===== config.mk =====
export PLATFORM = sky130hd
export DESIGN_NAME = robs_mult_param
export DESIGN_NICKNAME = d
export VERILOG_FILES = /design/src/rtl/robs_pkg.sv /design/src/rtl/robs_addsub.sv /design/src/rtl/robs_mult_param.sv
export SDC_FILE = /design/constraint.sdc
export NUM_CORES = 1
export LEC_CHECK = 0
export CAP_MARGIN = 5
export CELL_PAD_IN_SITES_DETAIL_PLACEMENT = 1
export CELL_PAD_IN_SITES_GLOBAL_PLACEMENT = 1
export CORE_MARGIN = 10
export CORE_UTILIZATION = 40
export DETAILED_ROUTE_END_ITERATION = 7
export GPL_ROUTABILITY_DRIVEN = 0
export PLACE_DENSITY_LB_ADDON = 0.1
export SLEW_MARGIN = 0
export SYNTH_ARGS = -nofsm -noshare
export SYNTH_HDL_FRONTEND = slang
export SYNTH_SLANG_ARGS = --single-unit

===== constraint.sdc =====
create_clock -name clk -period 4.8 [get_ports clk]
set_input_delay 0.72 -clock clk [delete_from_list [all_inputs] [get_ports clk]]
set_output_delay 0.72 -clock clk [all_outputs]
set_load 0.03 [all_outputs]

===== src/rtl/robs_pkg.sv =====
// robs_pkg: shared state/op types and counter sizing for the Robertson multiplier
package robs_pkg;
  typedef enum logic [1:0] {IDLE, CALC, DONE} state_t;
  typedef enum logic [1:0] {OP_PASS, OP_ADD, OP_SUB} op_t;
  function automatic int cnt_w(input int w);
    return (w > 2) ? $clog2(w) : 1;
  endfunction
endpackage


===== src/rtl/robs_addsub.sv =====
// robs_addsub: N-bit pass/add/subtract unit with carry-out of the add
module robs_addsub
  import robs_pkg::*;
#(
  parameter int N = 9
) (
  input  logic [N-1:0] i_a,
  input  logic [N-1:0] i_b,
  input  op_t          i_op,
  output logic [N-1:0] o_sum,
  output logic         o_carry
);
  logic [N-1:0] w_b;
  logic [N:0]   w_full;
  assign w_b = (i_op == OP_SUB) ? ~i_b : (i_op == OP_ADD) ? i_b : '0;
  assign w_full = {1'b0, i_a} + {1'b0, w_b} + {{N{1'b0}}, i_op == OP_SUB};
  assign o_sum = w_full[N-1:0];
  assign o_carry = w_full[N];
endmodule


===== src/rtl/robs_mult_param.sv =====
// robs_mult_param: sequential shift-add multiplier, signed (Robertson) or unsigned,
// one multiplier bit per clock with start/busy/done handshake.
module robs_mult_param
  import robs_pkg::*;
#(
  parameter int WIDTH = 8
) (
  input  logic               clk,
  input  logic               reset,
  input  logic               start,
  input  logic               is_signed,
  input  logic [WIDTH-1:0]   multiplier,
  input  logic [WIDTH-1:0]   multiplicand,
  output logic [2*WIDTH-1:0] product,
  output logic               busy,
  output logic               done
);
  localparam int CW = cnt_w(WIDTH);
  state_t             r_state;
  logic [CW-1:0]      r_cnt;
  logic               r_last;
  logic               r_sgn;
  logic [WIDTH:0]     r_acc;
  logic [WIDTH-1:0]   r_mreg;
  logic [WIDTH-1:0]   r_mcand;
  logic [2*WIDTH-1:0] r_prod;
  logic [WIDTH:0]     w_ext;
  logic [WIDTH:0]     w_sum;
  logic               w_carry;
  logic               w_msb;
  op_t                w_op;
  assign w_ext = {r_sgn & r_mcand[WIDTH-1], r_mcand};
  // the final multiplier bit carries negative weight in signed mode
  assign w_op = !r_mreg[0] ? OP_PASS : (r_sgn && r_cnt == CW'(WIDTH - 1)) ? OP_SUB : OP_ADD;
  assign w_msb = r_sgn ? w_sum[WIDTH] : w_carry;
  robs_addsub #(.N(WIDTH + 1)) u_addsub (
    .i_a    (r_acc),
    .i_b    (w_ext),
    .i_op   (w_op),
    .o_sum  (w_sum),
    .o_carry(w_carry)
  );
  always_ff @(posedge clk) begin
    if (reset) begin
      r_state <= IDLE;
      r_cnt   <= '0;
      r_last  <= 1'b0;
      r_sgn   <= 1'b0;
      r_acc   <= '0;
      r_mreg  <= '0;
      r_mcand <= '0;
      r_prod  <= '0;
    end else begin
      case (r_state)
        IDLE: if (start) begin
          r_sgn   <= is_signed;
          r_mreg  <= multiplier;
          r_mcand <= multiplicand;
          r_acc   <= '0;
          r_cnt   <= '0;
          r_last  <= 1'b0;
          r_state <= CALC;
        end
        // r_last marks all WIDTH steps retired; the next cycle publishes the product
        CALC: if (r_last) begin
          r_prod  <= {r_acc[WIDTH-1:0], r_mreg};
          r_state <= DONE;
        end else begin
          r_acc  <= {w_msb, w_sum[WIDTH:1]};
          r_mreg <= {w_sum[0], r_mreg[WIDTH-1:1]};
          r_cnt  <= r_cnt + 1'b1;
          r_last <= (r_cnt == CW'(WIDTH - 1));
        end
        DONE: r_state <= IDLE;
        default: r_state <= IDLE;
      endcase
    end
  end
  assign product = r_prod;
  assign busy = (r_state != IDLE);
  assign done = (r_state == DONE);
endmodule


**Word-level counts from Yosys, hierarchy flattened**

Cells that the tools add are included.

- Reduce and logical (&&, ||, !) cells: 9
- Add/sub/neg operators: 3
- Multiplexer cells: 20
- Equal/unequal tests: 8
- Bitwise operators: 2

Operator list:

| cell | count |
|---|---|
| 9-bit 2-to-1 mux | 4 |
| 9-bit case mux with 2 select lines | 1 |
| 8-bit 2-to-1 mux | 2 |
| 8-bit case mux with 2 select lines | 1 |
| 10-bit by 1-bit adder with 10-bit output | 1 |
| 9-bit by 9-bit adder with 10-bit output | 1 |
| 9-bit inverter | 1 |
| 2-bit 2-to-1 mux | 4 |
| 2-bit AND reduction | 4 |
| 3-bit 2-to-1 mux | 2 |
| 2-bit inequality test, second input constant | 3 |
| 3-bit case mux with 2 select lines | 1 |
| 2-bit by 1-bit equality test with 1-bit output, second input constant | 2 |
| 2-bit equality test, second input constant | 2 |
| 2-bit case mux with 2 select lines | 1 |
| 2-bit nonzero test | 2 |
| 3-bit by 1-bit adder with 3-bit output, second input constant | 1 |
| 3-bit equality test, second input constant | 1 |
| 1-bit 2-to-1 mux | 3 |
| 3-bit AND reduction | 1 |
| 2-bit zero test | 1 |
| 1-bit case mux with 2 select lines | 1 |
| 1-bit AND | 1 |
| 1-bit logical AND | 1 |

- Logic and storage cells: 50
- Input bits: 20
- Register bits: 48
- Output and inout port bits: 18

**Depth between registers and ports, before layout**

Gate-level depths: netlist (run 1).

- Depth in word-level cells: 12
- Mapped depth: 12
- Gate-level depth less buffers: 12

**By module**

Synthesis (run 1) repeated with hierarchy kept, for this count alone.

- Cell total of the unflattened synthesis: 272
- Area total of the unflattened synthesis: 2326.0 um^2

Modules (own cells, without submodules):

| module | area each (um^2) | cells an instance | sequential area each (um^2) | times used |
|---|---|---|---|---|
| robs_mult_param | 1834.3 | 204 | 960.9 | 1 |
| robs_addsub | 491.7 | 68 | 0.0 | 1 |

**Worst setup path before layout (run 1)**

OpenSTA, ideal clock, no wires.

- Path kind: reg-to-reg
- Start: reg r_cnt[0]
- End: reg r_acc[5]
- Data required time: 4.683 ns
- Setup time: 0.117 ns
- Arrival: 2.769 ns
- Path slack: 1.914 ns
- Period minus slack after synthesis: 2.886 ns
- Path buffers: 0
- Stages on the path, launching flop included: 13
- Cells stage by stage: dfxtp_1 -> ha_1 -> ha_1 -> nand2_1 -> xnor2_1 -> and2_1 -> fa_1 -> fa_1 -> a21o_1 -> nand4_1 -> nand3b_1 -> xor2_1 -> a32o_1

- Cells in the longest elaborated chain, start to end: 11
- Elaborated cells on any way between the ends: 12
- Classes of those cells: add/sub: 2; eq/ne: 3; mux: 6; reduce/logical: 1

Ends and longest elaborated chain:

| element | line | text |
|---|---|---|
| start, declared | robs_mult_param.sv:20 | `logic [CW-1:0] r_cnt;` |
| start signal, assigned | robs_mult_param.sv:71 | `r_cnt <= r_cnt + 1'b1;` |
| 3-bit equality test (*) | robs_mult_param.sv:34 | `assign w_op = !r_mreg[0] ? OP_PASS : (r_sgn && r_cnt == CW'(WIDTH - 1)) ? OP_SUB : OP_ADD;` |
| 1-bit logical AND (*) | robs_mult_param.sv:34 |  |
| 2-bit 2-to-1 mux (*) (2 in a row) | robs_mult_param.sv:34 |  |
| 2-bit by 1-bit equality test with 1-bit output | robs_addsub.sv:15 | `assign w_b = (i_op == OP_SUB) ? ~i_b : (i_op == OP_ADD) ? i_b : '0;` |
| 9-bit 2-to-1 mux (2 in a row) | robs_addsub.sv:15 |  |
| 9-bit by 9-bit adder with 10-bit output | robs_addsub.sv:16 | `assign w_full = {1'b0, i_a} + {1'b0, w_b} + {{N{1'b0}}, i_op == OP_SUB};` |
| 10-bit by 1-bit adder with 10-bit output (*) | robs_addsub.sv:16 |  |
| 9-bit 2-to-1 mux (*) | robs_mult_param.sv:65 | `CALC: if (r_last) begin` |
| 9-bit case mux with 2 select lines (*) | robs_mult_param.sv:54 | `case (r_state)` |
| end signal, assigned | robs_mult_param.sv:69 | `r_acc <= {w_msb, w_sum[WIDTH:1]};` |
| end, declared | robs_mult_param.sv:23 | `logic [WIDTH:0] r_acc;` |

Mark *: on every way between the ends. The rest lies on a longest branch, timed or not. The select of a mux whose other input is x is not followed.
A chain may end at the register's enable or synchronous reset.

**Worst setup path in the final report (run 1)**

- Start: reg r_cnt[0]
- End: reg r_acc[7]

The elaborated chain is that of the path after synthesis.

==> results of run 1 <==
## final cells by class
type / instances / area [um2]
fill: 688 / 2750
multi-input combinational: 219 / 1280
sequential: 48 / 961
timing repair buffer: 39 / 385
tap: 72 / 90.1
clock buffer: 6 / 82.6
clock inverter: 2 / 15.0
inverter: 2 / 7.51
## per-layer routing
metal	vias to the layer above	share of wire (%)
li1	1036	-
met1	948	48
met2	34	47
met3	5	4.7
met4	0	0.96
met5	-	0
## state kept, by name, indices dropped and copies added (netlist names)
name,cells
r_acc,9
r_state,2
r_sgn,1
r_cnt,3
r_mreg,8
product,16
r_last,1
r_mcand,8
## tightest hold or removal path, delay by kind of cell, from the launching register on
family           cells  cell delay, ns
flip-flops           1            0.32
AND/OR/NAND/NOR      1            0.05
AO/OA/AOI/OAI        1            0.05
## cell usage after synthesis (all sizes together)
library cell  count
clkbuf            8
a211oi            4
a21o              4
a311oi            8
nor3              5
nor2             23
and3              4
xnor2            12
nand2b            1
o21a              1
a32o              3
nor3b             2
or3               1
a41oi             1
nand4             1
ha               10
dfxtp            48
fa                2
and2              9
nand3             1
o2111ai           1
inv               2
nor2b             2
or2               1
nand2            74
a21oi            30
buf               7
a21boi            1
xor2              2
a31oi             1
nor4              1
a22o              1
nand3b            2
a22oi             4
o21ai             7
## worst paths after layout
kind	slack, ns	cells past startpoint	endpoint	start
worst max-delay path	1.63	12	r_acc[7]	r_cnt[0]
worst min-delay path	0.46	2	product[15]	product[15]
worst max register to register	1.63	12	r_acc[7]	r_cnt[0]
worst min register to register	0.46	2	product[15]	product[15]
## cell families after synthesis
kind of cell / count (synthesis) / synth area share (%)
buffers and inverters: 17 / 3.71
adders and majority gates: 12 / 7.10
AOI/OAI and AO/OA: 66 / 18.3
xor gates and xnor gates: 14 / 5.27
DFF: 48 / 41.3
and+or+nand+nor: 127 / 24.3
## power by group through the flow
stage / clock (uW) / combinational (uW) / sequential (uW)
finish: 261 / 88.5 / 427
detailed placement: 0 / 89.2 / 436
floorplan: 0 / 62.1 / 431
CTS: 265 / 89.6 / 427
global route: 287 / 99.1 / 430
global placement: 0 / 87.2 / 436
## stage by stage
stage,power [uW],hold slack [ns],cells
floorplan,493,0.444,284
global placement,523,0.443,380
detailed placement,525,0.450,380
CTS,781,0.463,388
global route,816,0.486,388
finish,776,0.459,388
==> out/qor.yml, run 1 <==
p_clk_share_pct: 33.6
synth_warnings: 0
area_delta_synth_final_pct: 21.2
worstPathRequired_ns: 4.99
clkSinkCount: 48
top_usage_layer: "met2"
min_path_type: "reg -> reg"
initial_utilization_pct: 41.8
drive_gt1_share_pct: 4.75
power.switching_uw: 208
final_cell_mix: "nand2_1 (73), dfxtp_1 (48), clkdlybuf4s50_1 (37), a21oi_1 (30), nor2_1 (22)"
dieArea_um2: 9270
period_share_pct: 66.1
finalCriticalPeriod_ns: 3.17
cts_hold_buffers: 0
place_area_um2: 2720
root_buffer: "clkbuf_8"
drc: 0
grt_pass1_vias: 2038
post-cts-setup-buffer-count: 0
vias_per_cell: 5.21
status: "complete, no violations"
worst_pin_slew_ns: 0.741
seq_area_frac_synth_pct: 41.3
final_common_cell: "nand2_1"
drt-wirelength-per-cell_um: 15.3
drt_iter0_markers: 78
p_leak_uw: 0.00109
max_freq_mhz: 315
use_met3_pct: 3.19
intPower_uw: 569
vias: 2023
final_antenna_net_count: 0
clock_skew_ns: 0.00839
port_buffers: 37
antenna_found_initial: 0
grt_pass1_wl_um: 9920
tritoncts: "built"
track_usage_pct: 13.4
syn_nets: 316
cp_cell_sequence: "ha_1 > ha_1 > nand2_1 > xnor2_1 > and2_1 > fa_1 > fa_1 > a21o_1 > nand4_1 > and3_1 > nor3_1 > nand3b_1"
ys_ff_latch: 48
synth_top_area_cell: "dfxtp_1"
syn-cell-area_um2: 2330
p_per_area_nw_per_um2: 275
worst_setup_path_end_kind: "flip-flop"
slew_headroom_pct: 50.5
clk_pin_slew_ns: 0.09
met2_usage_pct: 23.0
hold_viol: 0
fin_tns_setup_ns: 0
syn_inst: 284
use_met1_pct: 16.4
pwr-share-seq_pct: 55.0
numCtsBuffers: 5
dp_hpwl_um: 4420
switching_share_pct: 26.7
grt-ovfl-total: 0
post-place-ws_ns: 1.64
worst-path-buf-inv: 0
fin_area_um2: 2820
cp_max_fo: 8
antenna_cells: 0
die_x_um: 96.3
max_stage_delay_ns: 0.44
rows: 27
avgSynthCellArea_um2: 8.19
ys_types: 42
combPwrFrac_pct: 11.4
core_um2: 5570
cpMaxStageDelayCell: "fa_1"
ctsResizeCount: 0
crit_type: "reg -> reg"
ir_worst_vdd_v: 0.000133
setup_viol: 0
synth_top_cells_by_area: "dfxtp_1 (41%), nand2_1 (12%), a21oi_1 (6.5%), ha_1 (5.4%), xnor2_1 (4.5%)"
maxCapViolCount: 0
final_util_pct: 50.6
h-tree-depth: 2
fin_ws_ns: 1.63
ios: 38
rsz0062_at_grt: "false"
firstDrtPassIters: 4
critPathLaunchType: "flip-flop"
drv_slew: 0
yosysTopAreaCellShare_pct: 41.3
clockBufferDepth: 2
die_h_um: 96.3
routed_wl_um: 5940
grt_max_degree: 47
cp.arrival_ns: 3.36
nets: 347
crit_family: "adder cells"
clk_latency_ns: 0.30
(Power assumes the default switching activity.)
==> run 2, diff against run 1 <==
CORE_UTILIZATION = 39   (was 40)
clock period = 3.1 ns   (was 4.8 ns; I/O delays follow)
==> run 2 against run 1 <==
Worst hold slack about the same. Cell area rose by 0.58%. First-iteration DRC count is 13% higher. Setup slack got worse by 1.4 ns.
==> out/qor.yml, run 2 (same netlist as run 1, synthesis figures left out) <==
critPathLaunchType: "flip-flop"  # unchanged
vias: 2053  # was 2023
grt_max_degree: 24  # was 47
h-tree-depth: 2  # unchanged
port_buffers: 37  # unchanged
crit_type: "reg -> reg"  # unchanged
antenna_cells: 0  # unchanged
worst_pin_slew_ns: 0.768  # was 0.741 ns
drt-wirelength-per-cell_um: 15.1  # was 15.3 um
worstReg2RegEnd: "r_acc[7]"  # unchanged
numCtsBuffers: 5  # unchanged
slew_headroom_pct: 48.6  # was 50.5%
grt_pass1_wl_um: 10000  # was 9920 um
antenna_found_initial: 0  # unchanged
worst_setup_path_end_kind: "flip-flop"  # unchanged
ios: 38  # unchanged
post-place-ws_ns: 0.249  # was 1.64 ns
tritoncts: "built"  # unchanged
grt_pass1_vias: 2060  # was 2038
worstPathRequired_ns: 3.30  # was 4.99 ns
cts_hold_buffers: 0  # unchanged
rsz0062_at_grt: "false"  # unchanged
nets: 350  # was 347
cp.arrival_ns: 3.06  # was 3.36 ns
status: "complete, no violations"  # unchanged
fin_ws_ns: 0.242  # was 1.63 ns
dp_hpwl_um: 4430  # was 4420 um
place_area_um2: 2750  # was 2720 um2
r2r-start: "r_cnt[0]"  # unchanged
drt_iter0_markers: 88  # was 78
dieArea_um2: 9460  # was 9270 um2
clockBufferDepth: 2  # unchanged
final_cell_mix: "nand2_1 (73), dfxtp_1 (48), clkdlybuf4s50_1 (37), a21oi_1 (30), nor2_1 (22)"  # unchanged
setup_viol: 0  # unchanged
p_leak_uw: 0.00111  # was 0.00109 uW
routed_wl_um: 5930  # was 5940 um
drive_gt1_share_pct: 5.64  # was 4.75%
multi_input_area_um2: 1280  # unchanged
cp_max_fo: 4  # was 8
area_delta_synth_final_pct: 21.9  # was 21.2%
largest_reg_flops: 16  # unchanged
die_x_um: 97.3  # was 96.3 um
initial_utilization_pct: 39.8  # was 41.8%
rows: 28  # was 27
final.fill_count: 734  # was 688
clock_skew_ns: 0.00893  # was 0.00839 ns
final_antenna_net_count: 0  # unchanged
post-cts-setup-buffer-count: 0  # unchanged
r2r_slack_ns: 0.24  # was 1.63 ns
firstDrtPassIters: 5  # was 4
root_buffer: "clkbuf_8"  # unchanged
fin_area_um2: 2840  # was 2820 um2
core_um2: 5850  # was 5570 um2
final_common_cell: "nand2_1"  # unchanged
dp_cells: 386  # was 380
p_per_area_nw_per_um2: 417  # was 275 nW/um2
hold_start: "product[12]"  # was product[15]
max_freq_mhz: 350  # was 315 MHz
stdcell_count: 394  # was 388
grt-ovfl-total: 0  # unchanged
ir_worst_vdd_v: 0.000270  # was 0.000133 V
finalCriticalPeriod_ns: 2.86  # was 3.17 ns
die_h_um: 97.3  # was 96.3 um
drc: 0  # unchanged
register_area_um2: 961  # unchanged
hold_viol: 0  # unchanged
fin_tns_setup_ns: 0  # unchanged
maxCapViolCount: 0  # unchanged
hold_depth: 2  # unchanged
cp-startpoint: "r_cnt[0]"  # unchanged
vias_per_cell: 5.21  # about the same
crit_end: "r_acc[7]"  # unchanged
clk_latency_ns: 0.31  # was 0.30 ns
period_share_pct: 92.2  # was 66.1%
ctsResizeCount: 0  # unchanged
clkSinkCount: 48  # unchanged
clk_pin_slew_ns: 0.10  # was 0.09 ns
min_path_type: "reg -> reg"  # unchanged
track_usage_pct: 12.5  # was 13.4%
drv_slew: 0  # unchanged
rr_worst_depth: 12  # unchanged
run 2: cell types whose count changed in the layout (fill, tap and decap cells not counted), sizes merged:
cell and delta:
buf +3, clkbuf -1, clkinvlp -2, clkinv +3
run 2: worst max-delay path, cell delays in order (launching register included):
cell      delay, ns
dfxtp_1        0.37
ha_1           0.16
ha_1           0.21
nand2_1        0.11
xnor2_1        0.13
and2_1         0.16
fa_1           0.42
fa_1           0.42
a21o_1         0.21
nand4_1        0.11
and3_1         0.23
nor3_1         0.06
nand3b_1       0.15
run 2: how the worst min path moves through the flow:
stage                        to  slack, ns
floorplan              r_cnt[0]       0.44
finish              product[12]       0.46
global route         product[2]       0.49
global placement     product[4]       0.44
CTS                 product[12]       0.46
detailed placement  product[12]       0.45
run 2: where the power goes:
part	switching, uW	internal, uW	total (uW)	leakage (uW)
logic	78.3	62.4	141	0.000668
registers	22.4	639	661	0.000391
clock network	223	158	381	0.0000479
run 2: final cells by class:
type                    count  area share (%)
multi-input cells         219            45.1
clock buffers               5            2.43
flip-flops and latches     48            33.9
clock inverters             3           0.661
repair buffers             42            14.4
well taps                  75            3.31
inverters                   2           0.265
run 2: stage by stage:
| stage | hold WS [ns] | power, uW | utilization, % |
|---|---|---|---|
| finish | 0.459 | 1180 | 48.5 |
| floorplan | 0.444 | 763 | - |
| global route | 0.487 | 1250 | 48.5 |
| detailed placement | 0.448 | 818 | 47.0 |
| CTS | 0.462 | 1200 | 48.5 |
| global placement | 0.442 | 815 | 47.0 |
run 2: layer usage:
layer | up-vias | track usage [%] | wire [um]
met3 | 5 | 3.13 | 184
met1 | 979 | 15.2 | 2750
met4 | 0 | 3.02 | 47
met2 | 30 | 21.6 | 2950
li1 | 1039 | - | -
met5 | - | 0 | 0
==> run 3, diff against run 2 <==
CORE_MARGIN = 4   (was 10)
==> run 3 against run 2 <==
Register-to-register slack got worse by 0.04 ns. Flip-flop and latch count is the same. Sequential share of layout area fell by 0.25 points. Wire length fell by 2.0%. First-iteration DRC count shrank 25%. Critical path depth unchanged. Count of clock-buffer cells in the layout rose by 1. Core utilization is 2.2 points higher. Worst hold slack worse by 0.0024 ns. Global-route usage up 4.0 points. Largest power group unchanged.
==> out/qor.yml, run 3 (same netlist as run 1, synthesis figures left out) <==
vias: 2047  # was 2053
clock_skew_ns: 0.00672  # was 0.00893 ns
ctsResizeCount: 0  # unchanged
pwr-share-seq_pct: 52.9  # was 55.9%
clkSinkCount: 48  # unchanged
rsz0062_at_grt: "false"  # unchanged
use_met1_pct: 21.6  # was 15.2%
power_uw: 1250  # was 1180 uW
p_leak_uw: 0.00111  # about the same
post-place-ws_ns: 0.220  # was 0.249 ns
period_share_pct: 93.6  # was 92.2%
drive_gt1_share_pct: 5.03  # was 5.64%
p_clk_share_pct: 35.9  # was 32.2%
crit_type: "reg -> reg"  # unchanged
vias_per_cell: 5.25  # was 5.21
ios: 38  # unchanged
clk_latency_ns: 0.30  # was 0.31 ns
maxCapViolCount: 0  # unchanged
cts_hold_buffers: 0  # unchanged
post-cts-setup-buffer-count: 0  # unchanged
ir_worst_vdd_v: 0.000241  # was 0.000270 V
grt_max_degree: 47  # was 24
top_usage_layer: "met2"  # unchanged
fin_tns_setup_ns: 0  # unchanged
final_cell_mix: "nand2_1 (73), dfxtp_1 (48), clkdlybuf4s50_1 (37), a21oi_1 (30), nor2_1 (22)"  # unchanged
combPwrFrac_pct: 11.2  # was 11.9%
hold_slack_ns: 0.457  # was 0.459 ns
clockBufferDepth: 2  # unchanged
antenna_found_initial: 0  # unchanged
rows: 27  # was 28
cp_cell_sequence: "ha_1 > ha_1 > nand2_1 > xnor2_1 > and2_1 > fa_1 > fa_1 > a21o_1 > nand4_1 > nand3b_1 > xor2_1 > a32o_1"  # was ha_1 > ha_1 > nand2_1 > xnor2_1 > and2_1 > fa_1 > fa_1 > a21o_1 > nand4_1 > and3_1 > nor3_1 > nand3b_1
hold_viol: 0  # unchanged
core_um2: 5640  # was 5850 um2
max_freq_mhz: 345  # was 350 MHz
final_util_pct: 50.7  # was 48.5%
max_stage_delay_ns: 0.43  # was 0.42 ns
worst_pin_slew_ns: 0.650  # was 0.768 ns
final_antenna_net_count: 0  # unchanged
cp_max_fo: 4  # unchanged
switching_share_pct: 24.8  # was 27.3%
worst_setup_path_end_kind: "flip-flop"  # unchanged
grt_pass1_wl_um: 9630  # was 10000 um
grt_pass1_vias: 1998  # was 2060
p_per_area_nw_per_um2: 438  # was 417 nW/um2
largest_reg_flops: 16  # unchanged
finalCriticalPeriod_ns: 2.90  # was 2.86 ns
power.switching_uw: 310  # was 323 uW
intPower_uw: 942  # was 859 uW
dp_hpwl_um: 4220  # was 4430 um
use_met3_pct: 3.69  # was 3.13%
port_buffers: 37  # unchanged
area_delta_synth_final_pct: 22.8  # was 21.9%
status: "complete, no violations"  # unchanged
critPathLaunchType: "flip-flop"  # unchanged
initial_utilization_pct: 41.3  # was 39.8%
die_x_um: 85.3  # was 97.3 um
drc: 0  # unchanged
root_buffer: "clkbuf_8"  # unchanged
drt_iter0_markers: 66  # was 88
die_h_um: 85.3  # was 97.3 um
cp.arrival_ns: 3.10  # was 3.06 ns
tritoncts: "built"  # unchanged
worstPathRequired_ns: 3.30  # about the same
final_common_cell: "nand2_1"  # unchanged
slew_headroom_pct: 56.7  # was 48.6%
drt-wirelength-per-cell_um: 14.9  # was 15.1 um
dieArea_um2: 7270  # was 9460 um2
grt-ovfl-total: 0  # unchanged
met2_usage_pct: 26.8  # was 21.6%
track_usage_pct: 16.5  # was 12.5%
routed_wl_um: 5820  # was 5930 um
firstDrtPassIters: 4  # was 5
nets: 349  # was 350
drv_slew: 0  # unchanged
cpMaxStageDelayCell: "fa_1"  # unchanged
antenna_cells: 0  # unchanged
min_path_type: "reg -> reg"  # unchanged
clk_pin_slew_ns: 0.09  # was 0.10 ns
h-tree-depth: 2  # unchanged
final.fill_count: 718  # was 734
fin_ws_ns: 0.200  # was 0.242 ns
numCtsBuffers: 5  # unchanged
setup_viol: 0  # unchanged
run 3: per-stage QoR:
step                instance area (um2)  cells
detailed placement                 2750    382
finish                             2860    390
floorplan                          2330    284
global placement                   2750    382
CTS                                2860    390
global route                       2860    390
run 3: power by group through the flow:
stage / clock (uW) / sequential (uW) / combinational, uW
after floorplan: 0 / 667 / 96.2
final: 450 / 662 / 140
after CTS: 462 / 662 / 143
after global placement: 0 / 676 / 139
after detailed placement: 0 / 677 / 143
after global routing: 492 / 666 / 158
run 3: metal layers:
layer	share of wire (%)	wire, um
met5	0	0
met4	1.7	101
met3	4.0	235
met2	46	2690
met1	48	2790
run 3: worst paths after layout:
path | end | from | slack [ns] | depth (start not counted)
setup reg to reg | r_acc[5] | r_cnt[0] | 0.20 | 12
hold reg to reg | product[14] | product[14] | 0.46 | 2
setup / recovery | r_acc[5] | r_cnt[0] | 0.20 | 12
hold / removal | product[14] | product[14] | 0.46 | 2
run 3: worst max-delay path: cells and delay by family, from the launching register on:
kind	cells	cell delay [ns]
AO/OA/AOI/OAI	2	0.41
XOR/XNOR	2	0.28
adder cells (fa/ha/maj)	4	1.25
flip-flops	1	0.37
AND/OR/NAND/NOR	4	0.49
run 3: final cells by class:
cell class	instances	area, um2	area share, %
Clock buffer	6	72.6	2.54
Tap cell	72	90.1	3.15
Multi-Input combinational cell	219	1280	44.8
Sequential cell	48	961	33.6
Timing Repair Buffer	41	413	14.4
Clock inverter	2	35.0	1.23
Inverter	2	7.51	0.263
